File: config.mk
export PLATFORM = sky130hd
export DESIGN_NAME = mem_port_arbiter
export DESIGN_NICKNAME = d
export VERILOG_FILES = /design/src/rtl/mem_port_arbiter.sv
export SDC_FILE = /design/constraint.sdc
export NUM_CORES = 1
export LEC_CHECK = 0
export BUFFER_PORTS_ARGS = -buffer_cell sky130_fd_sc_hd__buf_4
export CORE_AREA = 2 2 123 125
export DETAILED_ROUTE_END_ITERATION = 12
export DIE_AREA = 0 0 125 127
export PLACE_DENSITY_LB_ADDON = 0.2
export SYNTH_ARGS = -nofsm -noshare
export SYNTH_HDL_FRONTEND = slang
export SYNTH_SLANG_ARGS = --single-unit
File: constraint.sdc
create_clock -name clk -period 3 [get_ports clk]
set_clock_uncertainty 0.05 [all_clocks]
set_input_delay 0.6 -clock clk [delete_from_list [all_inputs] [get_ports clk]]
set_output_delay 0.6 -clock clk [all_outputs]
set_load 0.05 [all_outputs]
File: src/rtl/mem_port_arbiter.sv
// Two-requester (imem/dmem) arbiter for one single-ported memory, one transaction in flight.
// Define MEM_PORT_ARB_RR_EN for round-robin priority instead of dmem-first with starvation limit.
package mem_bundle_pkg;

    typedef struct packed {
        logic [31:0] addr;
        logic [31:0] data;
        logic [1:0]  fcn;
        logic [2:0]  typ;
    } mem_req_t;

    typedef struct packed {
        mem_req_t req;
        logic     req_valid;
    } mem_in_t;

    typedef struct packed {
        logic [31:0] data;
    } mem_res_t;

    typedef struct packed {
        mem_res_t res;
        logic     req_ready;
        logic     res_valid;
    } mem_out_t;

    localparam logic [1:0] M_XRD = 2'd0;
    localparam logic [1:0] M_XWR = 2'd1;
    localparam logic [2:0] MT_B  = 3'd1;
    localparam logic [2:0] MT_H  = 3'd2;
    localparam logic [2:0] MT_W  = 3'd3;

endpackage

module mem_port_arbiter
    import mem_bundle_pkg::*;
#(
    parameter int STARVE_LIMIT = 4,
    parameter int CNT_W        = 4
) (
    input  logic     clk,
    input  logic     reset_n,
    input  mem_in_t  imem_in,
    output mem_out_t imem_out,
    input  mem_in_t  dmem_in,
    output mem_out_t dmem_out,
    output mem_in_t  mem_in,
    input  mem_out_t mem_out,
    output logic     busy,
    output logic     err_spurious
);

    typedef enum logic {
        S_IDLE,
        S_WAIT
    } state_e;

    typedef enum logic [1:0] {
        OWN_NONE,
        OWN_IMEM,
        OWN_DMEM
    } owner_e;

    state_e state_q, state_d;
    owner_e owner_q, owner_d;
    logic   lock_q, lock_d;
    logic   lock_dmem_q, lock_dmem_d;
    logic   err_q, err_d;
    logic   gnt_i, gnt_d;

`ifdef MEM_PORT_ARB_RR_EN
    logic last_dmem_q, last_dmem_d;
`else
    localparam logic [CNT_W-1:0] LIMIT = CNT_W'(STARVE_LIMIT);
    logic [CNT_W-1:0] starve_cnt_q, starve_cnt_d;
`endif

    always_comb begin
        state_d     = state_q;
        owner_d     = owner_q;
        lock_d      = lock_q;
        lock_dmem_d = lock_dmem_q;
        err_d       = err_q;
`ifdef MEM_PORT_ARB_RR_EN
        last_dmem_d = last_dmem_q;
`else
        starve_cnt_d = starve_cnt_q;
`endif
        gnt_i    = 1'b0;
        gnt_d    = 1'b0;
        mem_in   = '0;
        imem_out = '0;
        dmem_out = '0;

        unique case (state_q)
            S_IDLE: begin
                if (lock_q) begin
                    gnt_i = !lock_dmem_q && imem_in.req_valid;
                    gnt_d = lock_dmem_q && dmem_in.req_valid;
                end else if (imem_in.req_valid && dmem_in.req_valid) begin
`ifdef MEM_PORT_ARB_RR_EN
                    gnt_i = last_dmem_q;
`else
                    gnt_i = (starve_cnt_q == LIMIT);
`endif
                    gnt_d = !gnt_i;
                end else begin
                    gnt_i = imem_in.req_valid;
                    gnt_d = dmem_in.req_valid;
                end

                if (gnt_i) begin
                    mem_in              = imem_in;
                    imem_out.req_ready  = mem_out.req_ready;
                end
                if (gnt_d) begin
                    mem_in              = dmem_in;
                    dmem_out.req_ready  = mem_out.req_ready;
                end

                // An unaccepted grant is pinned; a dropped request frees it.
                lock_d      = (gnt_i || gnt_d) && !mem_out.req_ready;
                lock_dmem_d = gnt_d;

                if ((gnt_i || gnt_d) && mem_out.req_ready) begin
                    state_d = S_WAIT;
                    owner_d = gnt_d ? OWN_DMEM : OWN_IMEM;
`ifdef MEM_PORT_ARB_RR_EN
                    last_dmem_d = gnt_d;
`else
                    if (gnt_i) begin
                        starve_cnt_d = '0;
                    end else if (imem_in.req_valid && starve_cnt_q != LIMIT) begin
                        starve_cnt_d = starve_cnt_q + 1'b1;
                    end
`endif
                end

                if (mem_out.res_valid) begin
                    err_d = 1'b1;
                end
            end
            S_WAIT: begin
                if (owner_q == OWN_IMEM) begin
                    imem_out.res       = mem_out.res;
                    imem_out.res_valid = mem_out.res_valid;
                end
                if (owner_q == OWN_DMEM) begin
                    dmem_out.res       = mem_out.res;
                    dmem_out.res_valid = mem_out.res_valid;
                end
                if (mem_out.res_valid) begin
                    state_d = S_IDLE;
                    owner_d = OWN_NONE;
                end
            end
            default: begin
                state_d = S_IDLE;
                owner_d = OWN_NONE;
            end
        endcase

        // Outputs must read zero for the whole time reset is held.
        if (!reset_n) begin
            mem_in   = '0;
            imem_out = '0;
            dmem_out = '0;
        end

        busy         = (state_q == S_WAIT) || mem_in.req_valid;
        err_spurious = err_q;
    end

    always_ff @(posedge clk or negedge reset_n) begin
        if (!reset_n) begin
            state_q     <= S_IDLE;
            owner_q     <= OWN_NONE;
            lock_q      <= 1'b0;
            lock_dmem_q <= 1'b0;
            err_q       <= 1'b0;
`ifdef MEM_PORT_ARB_RR_EN
            last_dmem_q <= 1'b0;
`else
            starve_cnt_q <= '0;
`endif
        end else begin
            state_q     <= state_d;
            owner_q     <= owner_d;
            lock_q      <= lock_d;
            lock_dmem_q <= lock_dmem_d;
            err_q       <= err_d;
`ifdef MEM_PORT_ARB_RR_EN
            last_dmem_q <= last_dmem_d;
`else
            starve_cnt_q <= starve_cnt_d;
`endif
        end
    end

endmodule

==> results of run 1 <==
-- layer usage --
| metal | vias up | share of wire, % | GRT usage [%] |
|---|---|---|---|
| met2 | 214 | 50 | 23.2 |
| met1 | 1405 | 39 | 15.9 |
| met5 | - | 0 | 0 |
| met3 | 10 | 10 | 3.43 |
| li1 | 1423 | - | - |
| met4 | 0 | 1.6 | 3.07 |
-- registers in the layout (all words and copies together), names as in the netlist --
| register | flops |
|---|---|
| err_spurious | 1 |
| lock_dmem_q | 1 |
| starve_cnt_q | 4 |
| state_q | 1 |
| lock_q | 1 |
| owner_q | 2 |
-- worst min-delay path by stage --
| stage | startpoint | to | slack (ps) | depth (start not counted) |
|---|---|---|---|---|
| after floorplan | reset_n | err_spurious | 250 | 0 |
| after global placement | reset_n | state_q | 390 | 1 |
| after detailed placement | reset_n | lock_dmem_q | 400 | 1 |
| after CTS | reset_n | lock_dmem_q | 140 | 1 |
| after global routing | reset_n | lock_dmem_q | 150 | 1 |
| final | reset_n | lock_dmem_q | 140 | 1 |
-- per-stage QoR --
| step | worst slack, ps | util (%) |
|---|---|---|
| floorplan | 267 | - |
| global placement | 320 | 29.8 |
| detailed placement | 303 | 29.8 |
| CTS | 192 | 30.5 |
| global route | 81.6 | 30.5 |
| finish | 192 | 30.5 |
-- report_power, final --
part	switching [W]	leakage, nW	internal, W
Clock	0.0000615	0.0442	0.000200
Combinational	0.00106	2.20	0.000593
Sequential	0.0000564	0.117	0.000179
-- cell families (layout without fill, tap and decap cells) --
logic type	after synthesis	after routing	share of synthesized area, %
mux	1	1	0.641
compound gates	86	86	43.1
buf+inv	27	330	8.18
flops	10	10	14.2
fa+ha+maj	2	2	1.42
simple gates	93	93	32.5
-- final cells by class --
type                            count  area [sq um]  area share [%]
Clock buffer                        4          88.8            2.02
Inverter                            7          26.3           0.598
Multi-Input combinational cell    182          1380            31.4
Sequential cell                    10           250            5.69
Tap cell                          184           230            5.24
Timing Repair Buffer              319          2420            55.1
-- cells in the mapped netlist --
cell	number
a22o_1	70
nor2_2	1
nor2_4	1
a21o_1	1
o311ai_4	1
and3_1	2
buf_6	4
nand4_1	1
ha_1	2
a21boi_2	1
nor2_1	3
dfrtp_1	10
inv_1	6
nand3_1	2
nor3b_1	2
a2bb2oi_1	1
buf_2	10
a21bo_2	1
o31ai_1	1
nand2_1	8
clkbuf_1	6
nand3b_4	1
o22ai_1	1
o221ai_1	1
nand2b_1	1
a211o_1	2
nor4_1	2
a311o_1	1
o21bai_1	1
and2_1	66
nor2b_1	1
o21ai_0	3
inv_2	1
mux2_2	1
nor3_1	2
o211ai_1	1
-- worst max-delay path: cells and delay by family (launching register included) --
| family | cells | cell delay [ps] |
|---|---|---|
| buf+inv | 3 | 560 |
| flops | 1 | 380 |
| fa+ha+maj | 1 | 200 |
| compound gates | 2 | 490 |
| simple gates | 2 | 220 |
==> impl_results.md, run 1 <==
- Final Net Count: 701
- Highest net fanout along the worst path: 69
- Area of all placed cells without fillers: approximately 0.0044 sq mm
- Final cell count without fillers: approximately 700
- Number of global-route vias before repair: about 3100
- Wirelength, routed: 11500 um
- Number of warnings printed during yosys synthesis: 0
- Number of DRC violations after detailed-routing iteration 0: 190
- Final Max Tran Viols: 0
- Horizontal die dimension: 125 um
- Number of different library cells in the post-synthesis netlist: 36
- # hold bufs at CTS: 0
- Antenna violations before repair: 0
- Source of the worst register-to-register timing path: starve_cnt_q[0]
- Root buf cell: clkbuf_16
- Most used cells in the layout excluding fill and tap cells: buf_4 (317), a22o_1 (70), and2_1 (66)
- Post-synthesis average cell area: around 8.0 sq um
- Global-route wire length before repair: ~17000 um
- Final estimated routing congestion in global placement: 0.866
- Worst slew pin tran: roughly 450 ps
- Via count of the routed design: approximately 3000
- Crit path capture: mem_in[34]
- Launch point of the worst path: starve_cnt_q[0]
- Die boundary height: around 130 um
- Number of ports placed on the die boundary: about 320
- Cells after Synth: between 200 and 250
- Overflow left after global routing: 0
- Slowest-stage cell, CP: dfrtp_1
- Pleak: about 2.4 nW
- Category of the most critical setup path: reg -> out
- Flops & latches, synth: 10
- Post-cts repair resize count: 0
- Critical path capture point type: output port
- List of cells traversed by the critical path: inv_1, ha_1, nand3b_4, a21bo_2, nor2_4, buf_12, a22o_1, buf_4
- Main area contributors after synthesis: a22o_1 (35%), and2_1 (23%), dfrtp_1 (14%), buf_2 (2.8%), buf_6 (2.6%)
- Critical Path Source Type: flip-flop
- Placeable core region: ~0.014 sq mm
- Total of fill cells in the finished design: between 1500 and 2000
- Die Footprint: between 0.015 and 0.02 sq mm
- Most frequent standard cell in the layout excluding fill and tap cells: buf_4
- TritonCTS clock tree: done
- WHS: roughly 140 ps
- Clock-pin slew on the worst setup and hold paths: approximately 40 ps
- Initial core utilization: roughly 12%
- Total global routing track utilization: roughly an eighth
- Peak ir drop on the vdd network: roughly 0.20 mV
- Share of cells above drive strength 1: 63.8%
- HPWL Detailed: ~9700 um
- Sequential-to-total area share from yosys stat: around 14%
- Endpoints failing setup: 0
- Final Hold Viols: 0
- Cts bufs inserted: 3
- Total power density per cell area: just under 500 mW/mm^2
- Cell taking the most area after synthesis: a22o_1
- Nets in the synthesized netlist: about 400
- Area share of the leading cell type in the synthesized netlist: a little over a third
- Worst setup slack for register-to-register paths: around 1200 ps
- Rows: between 40 and 50
- Data arrival time of the critical path: approximately 2200 ps
- Via-per-instance ratio: 4.32
- Highest achievable clock rate: about 360 MHz
- Sink Count: 10
- Cell Area, Synth: roughly 0.0018 sq mm
- P&R area growth vs syn: 150%
- Wirelength per Cell: 16.3 um
- Worst-case headroom to the max-slew limit: a little over two thirds
- Post-route antenna net violation count: 0
- Max Cap Viol: 0
- Number of diodes added for antenna fixing: 0
- Pin count of the biggest net entering global routing: 70
- Maximum cell stage delay along the critical path: 380 ps
- Placed instance area: approximately 0.0043 sq mm
- Depth of the CTS H-tree: 1
- Total negative setup slack: 0 ps
- RSZ-0062 raised after global routing: no
- Port Buf Inserts: ~320
- Cells on worst reg2reg path: 6
- Placed cells: ~700
- Clock insertion delay at the later pin of the skew report: 240 ps
- Required time reported for the critical path endpoint: 2350 ps
- Worst hold path class: in -> async
- Post-CTS setup buffer count: 0
- DRC errors left: 0
- Iteration count of the initial detailed-routing pass: 4
- Fin crit share: a little over nine tenths
- Endpoint of the worst-slack reg-to-reg timing path: starve_cnt_q[3]
- Minimum clock period: 2810 ps
- Outcome: complete, no violations
- Maximum root-to-sink buffer count: 2
- Total power of the final layout: 0.00215 W
(Power assumes the default switching activity.)
==> run 2: changes to the inputs <==
- CORE_AREA: 2 2 123 125 -> 2 2 121 123
- DIE_AREA: 0 0 125 127 -> 0 0 123 125
==> run 2 against run 1 <==
Net effect:
- via count is 1.7% lower
- sequential share of layout area hardly changed
- die area is 3.1% lower
- hold slack better by 10 ps
- largest cell class unchanged
- non-clock buffer count stayed put
- fmax is 0.34% lower
==> impl_results.md, run 2 (synthesis gave the netlist of run 1 again) <==
- Critical Path Source Type: flip-flop
- Pin count of the biggest net entering global routing: 70
- Post-CTS setup buffer count: 0
- Final estimated routing congestion in global placement: around 0.9
- Data arrival time of the critical path: about 2200 ps
- Category of the most critical setup path: reg -> out
- Clock insertion delay at the later pin of the skew report: about 230 ps
- Antenna violations before repair: 0
- Wirelength per Cell: between 15 and 20 um
- Peak ir drop on the vdd network: 0.182 mV
- Register with the most flip-flops: starve_cnt_q
- Registers with the most flip-flops: starve_cnt_q: 4 flops, owner_q: 2 flops
- Die boundary height: 125 um
- Clock-pin slew on the worst setup and hold paths: approximately 40 ps
- Worst hold path class: in -> async
- Total power density per cell area: 481 mW/mm^2
- Part of the total power dissipated in sequential elements: 11.2%
- Worst slew pin tran: roughly 370 ps
- HPWL Detailed: 9190 um
- Die Footprint: 0.0154 sq mm
- Most used cells in the layout excluding fill and tap cells: buf_4 (317), a22o_1 (70), and2_1 (66)
- Port Buf Inserts: 315
- Most frequent standard cell in the layout excluding fill and tap cells: buf_4
- Largest register FFs: 4
- Minimum clock period: approximately 2800 ps
- Net Sw Frac: a little under three fifths
- Highest achievable clock rate: between 300 and 400 MHz
- # hold bufs at CTS: 0
- Fin crit share: between 90% and 100%
- TritonCTS clock tree: done
- Horizontal die dimension: 123 um
- Post-route core utilization: 30.8%
- Post-cts repair resize count: 0
- Global-route wire length before repair: around 15000 um
- Required time reported for the critical path endpoint: between 2000 and 2500 ps
- Sink Count: 10
- Total power of the final layout: 0.00211 W
- Final Net Count: about 700
- Post-route antenna net violation count: 0
- Net switching power: roughly 0.0012 W
- Overflow left after global routing: 0
- Via count of the routed design: 3000
- WHS: roughly 150 ps
- Total of fill cells in the finished design: 1542
- Number of global-route vias before repair: between 2000 and 3000
- Iteration count of the initial detailed-routing pass: 4
- P&R area growth vs syn: 149%
- Highest net fanout along the worst path: between 60 and 70
- RSZ-0062 raised after global routing: no
- Placeable core region: between 0.01 and 0.015 sq mm
- Final worst-path setup slack: 182 ps
- Number of DRC violations after detailed-routing iteration 0: ~120
- Rows: 44
- Outcome: complete, no violations
- Portion of total power attributed to combinational logic: between 70 and 80%
- Critical path capture point type: output port
- Depth of the CTS H-tree: 1
- Total global routing track utilization: 12.5%
- Internal Pwr Total: ~0.00094 W
- Max Cap Viol: 0
- Place WS: about 230 ps
- Initial core utilization: between 10% and 20%
- Clock Power Share: between 10% and 20%
- Root buf cell: clkbuf_16
- Pleak: about 2.4 nW
- Final Max Tran Viols: 0
- Via-per-instance ratio: roughly 4.3
- Number of diodes added for antenna fixing: 0
- Maximum root-to-sink buffer count: 2
- Wirelength, routed: about 11000 um
- Number of ports placed on the die boundary: approximately 320
- Cts bufs inserted: 3
- Worst-case headroom to the max-slew limit: approximately three quarters
- DRC errors left: 0
- Area of all sequential standard cells: between 200 and 300 sq um
- Share of cells above drive strength 1: a little under two thirds
- Endpoints failing setup: 0
- Final Hold Viols: 0
- Combined area of the multi-input logic cells: 0.00138 sq mm
- Total negative setup slack: 0 ps
-- run 2: worst paths after layout --
check	from	endpoint	slack, ps	depth (start not counted)
worst max-delay path	starve_cnt_q[0]	mem_in[28]	180	8
worst min-delay path	reset_n	lock_q	150	1
worst max register to register	starve_cnt_q[0]	starve_cnt_q[2]	1210	6
worst min register to register	err_spurious	err_spurious	420	1
max in group asynchronous	reset_n	owner_q[0]	2590	1
min in group clk	err_spurious	err_spurious	420	1
-- run 2: through the flow --
stage / std cells / area [sq um]
detailed placement: 702 / 4310
global route: 705 / 4380
floorplan: 219 / 1760
CTS: 705 / 4380
finish: 705 / 4380
global placement: 702 / 4310
-- run 2: power by group through the flow --
stage / combinational (W) / sequential [W] / clock [W]
after floorplan: 0.00108 / 0.000222 / 0
after global placement: 0.00165 / 0.000234 / 0
after detailed placement: 0.00165 / 0.000237 / 0
after CTS: 0.00166 / 0.000236 / 0.000232
after global routing: 0.00172 / 0.000246 / 0.000240
final: 0.00164 / 0.000236 / 0.000227
-- run 2: worst max-delay path: stages, from the launching register on --
cell      delay, ps
dfrtp_1         390
inv_1            90
ha_1            210
nand3b_4        110
a21bo_2         250
nor2_4          110
buf_12          260
a22o_1          270
buf_4           220
-- run 2: cell type report --
class	instances	share of cell area, %
Sequential cell	10	5.71
Inverter	7	0.600
Multi-Input combinational cell	182	31.5
Clock buffer	3	1.71
Tap cell	184	5.26
Timing Repair Buffer	319	55.2
-- run 2: routing by layer --
metal,vias up,track usage (%),part of all wire (%)
li1,1420,-,-
met1,1366,14.1,37
met2,200,22.4,49
met3,14,4.01,13
met4,0,2.87,1.8
met5,-,0,0
==> run 3: changes to the inputs <==
- PLACE_DENSITY: not set -> 0.48
- PLACE_DENSITY_LB_ADDON: 0.2 -> not set
==> run 3 against run 2 <==
Net effect:
- sequential share of layout area barely moved
- hold slack worse by 11 ps
- first-iteration DRC count rose by 25%
- via count up 1.4%
- die area unchanged
- sequential power about the same
- global-route usage is 1.7 points higher
- clock power increased by 19%
- non-clock buffer count grew 2
- cell count up 0.43%
- critical endpoint unchanged
==> impl_results.md, run 3 (synthesis gave the netlist of run 1 again) <==
- Number of buffers and inverters on the critical path: 3
- Register with the most flip-flops: starve_cnt_q
- Most used cells in the layout excluding fill and tap cells: buf_4 (319), a22o_1 (70), and2_1 (66)
- Highest achievable clock rate: around 350 MHz
- Iteration count of the initial detailed-routing pass: 4
- Number of diodes added for antenna fixing: 0
- Wirelength per Cell: 17.2 um
- Place WS: approximately 290 ps
- Highest net fanout along the worst path: between 60 and 70
- Endpoints failing setup: 0
- Outcome: complete, no violations
- RSZ-0062 raised after global routing: no
- Root buf cell: clkbuf_16
- Required time reported for the critical path endpoint: between 2000 and 2500 ps
- Horizontal die dimension: ~120 um
- Endpoint of the worst-slack reg-to-reg timing path: starve_cnt_q[2]
- Largest register FFs: 4
- Clock-pin slew on the worst setup and hold paths: about 40 ps
- Pleak: 2.38 nW
- Clock insertion delay at the later pin of the skew report: about 240 ps
- DRC errors left: 0
- Placeable core region: between 0.01 and 0.015 sq mm
- P&R area growth vs syn: 151%
- Source of the worst register-to-register timing path: starve_cnt_q[0]
- Final Net Count: 703
- TritonCTS clock tree: done
- Data arrival time of the critical path: ~2200 ps
- Maximum cell stage delay along the critical path: roughly 390 ps
- Peak ir drop on the vdd network: about 0.18 mV
- Number of ports placed on the die boundary: 316
- Number of global-route vias before repair: 3039
- WHS: 141 ps
- Antenna violations before repair: 0
- Final Max Tran Viols: 0
- Max Cap Viol: 0
- Post-CTS setup buffer count: 0
- Final cell count without fillers: roughly 700
- Worst slew pin tran: between 300 and 400 ps
- Maximum root-to-sink buffer count: 2
- Port Buf Inserts: roughly 320
- Total of fill cells in the finished design: between 1500 and 2000
- Rows: 44
- Critical Path Source Type: flip-flop
- Post-route core utilization: between 30% and 40%
- Pin count of the biggest net entering global routing: between 60 and 70
- Critical path capture point type: output port
- Global-route wire length before repair: between 15000 and 20000 um
- Worst setup slack for register-to-register paths: about 1200 ps
- Post-cts repair resize count: 0
- Post-route antenna net violation count: 0
- Depth of the CTS H-tree: 1
- Category of the most critical setup path: reg -> out
- Most frequent standard cell in the layout excluding fill and tap cells: buf_4
- Slowest-stage cell, CP: dfrtp_1
- Via count of the routed design: approximately 3000
- Number of DRC violations after detailed-routing iteration 0: about 150
- List of cells traversed by the critical path: inv_1, ha_1, nand3b_4, a21bo_2, nor2_4, buf_12, a22o_1, buf_4
- Cells on worst reg2reg path: 6
- Overflow left after global routing: 0
- Fin crit share: a little over nine tenths
- Final Hold Viols: 0
- Final estimated routing congestion in global placement: about 0.9
- Total power density per cell area: 493 mW/mm^2
- Cts bufs inserted: 3
- Placed cells: 704
- Registers with the most flip-flops: starve_cnt_q: 4 flops, owner_q: 2 flops
- HPWL Detailed: a little over 10000 um
- Initial core utilization: between 10 and 15%
- Wirelength, routed: ~12000 um
- Final worst-path setup slack: ~160 ps
- Minimum clock period: ~2800 ps
- Worst hold path class: in -> async
- Worst-case headroom to the max-slew limit: roughly three quarters
- Total global routing track utilization: about 14%
- Die boundary height: around 130 um
- Via-per-instance ratio: 4.30
- Sink Count: 10
- Die Footprint: 0.0154 sq mm
- Share of cells above drive strength 1: between 60% and 70%
- # hold bufs at CTS: 0
- Total negative setup slack: 0 ps
- Family with the most delay on the worst path: buffers and inverters
==> run 3: report_power, final <==
part | switching (W) | internal (W) | total [W]
clock network | 0.0000681 | 0.000201 | 0.000269
registers | 0.0000576 | 0.000179 | 0.000236
logic | 0.00107 | 0.000598 | 0.00167
==> run 3: layer usage <==
metal | routed length (um) | track usage, % | vias up | share of wire [%]
met5 | 0 | 0 | - | 0
met4 | 90 | 2.27 | 0 | 0.74
met3 | 1770 | 5.34 | 6 | 15
met2 | 5660 | 24.1 | 215 | 47
met1 | 4650 | 17.2 | 1394 | 38
li1 | - | - | 1428 | -
==> run 3: area by class of cell <==
| cell class | count | area [sq um] | share of cell area, % |
|---|---|---|---|
| Clock buffer | 4 | 88.8 | 2.01 |
| Inverter | 7 | 26.3 | 0.596 |
| Multi-Input combinational cell | 182 | 1380 | 31.3 |
| Sequential cell | 10 | 250 | 5.68 |
| Tap cell | 184 | 230 | 5.22 |
| Timing Repair Buffer | 321 | 2430 | 55.2 |
==> run 3: worst max path at each step <==
stage | startpoint | end | cells after the start | slack, ps
2_1_floorplan | imem_in[0] | imem_out[1] | 3 | 270
3_5_place_dp | imem_in[0] | mem_in[28] | 7 | 290
4_1_cts | starve_cnt_q[0] | mem_in[28] | 8 | 140
5_1_grt | starve_cnt_q[0] | mem_in[28] | 8 | 40
3_3_place_gp | imem_in[0] | mem_in[28] | 7 | 300
6_report | starve_cnt_q[0] | mem_in[28] | 8 | 160
==> run 3: stage by stage <==
| step | instance area, sq um | total power, W |
|---|---|---|
| 5_1_grt | 4410 | 0.00228 |
| 3_3_place_gp | 4320 | 0.00190 |
| 3_5_place_dp | 4320 | 0.00191 |
| 4_1_cts | 4410 | 0.00219 |
| 6_report | 4410 | 0.00217 |
| 2_1_floorplan | 1760 | 0.00130 |
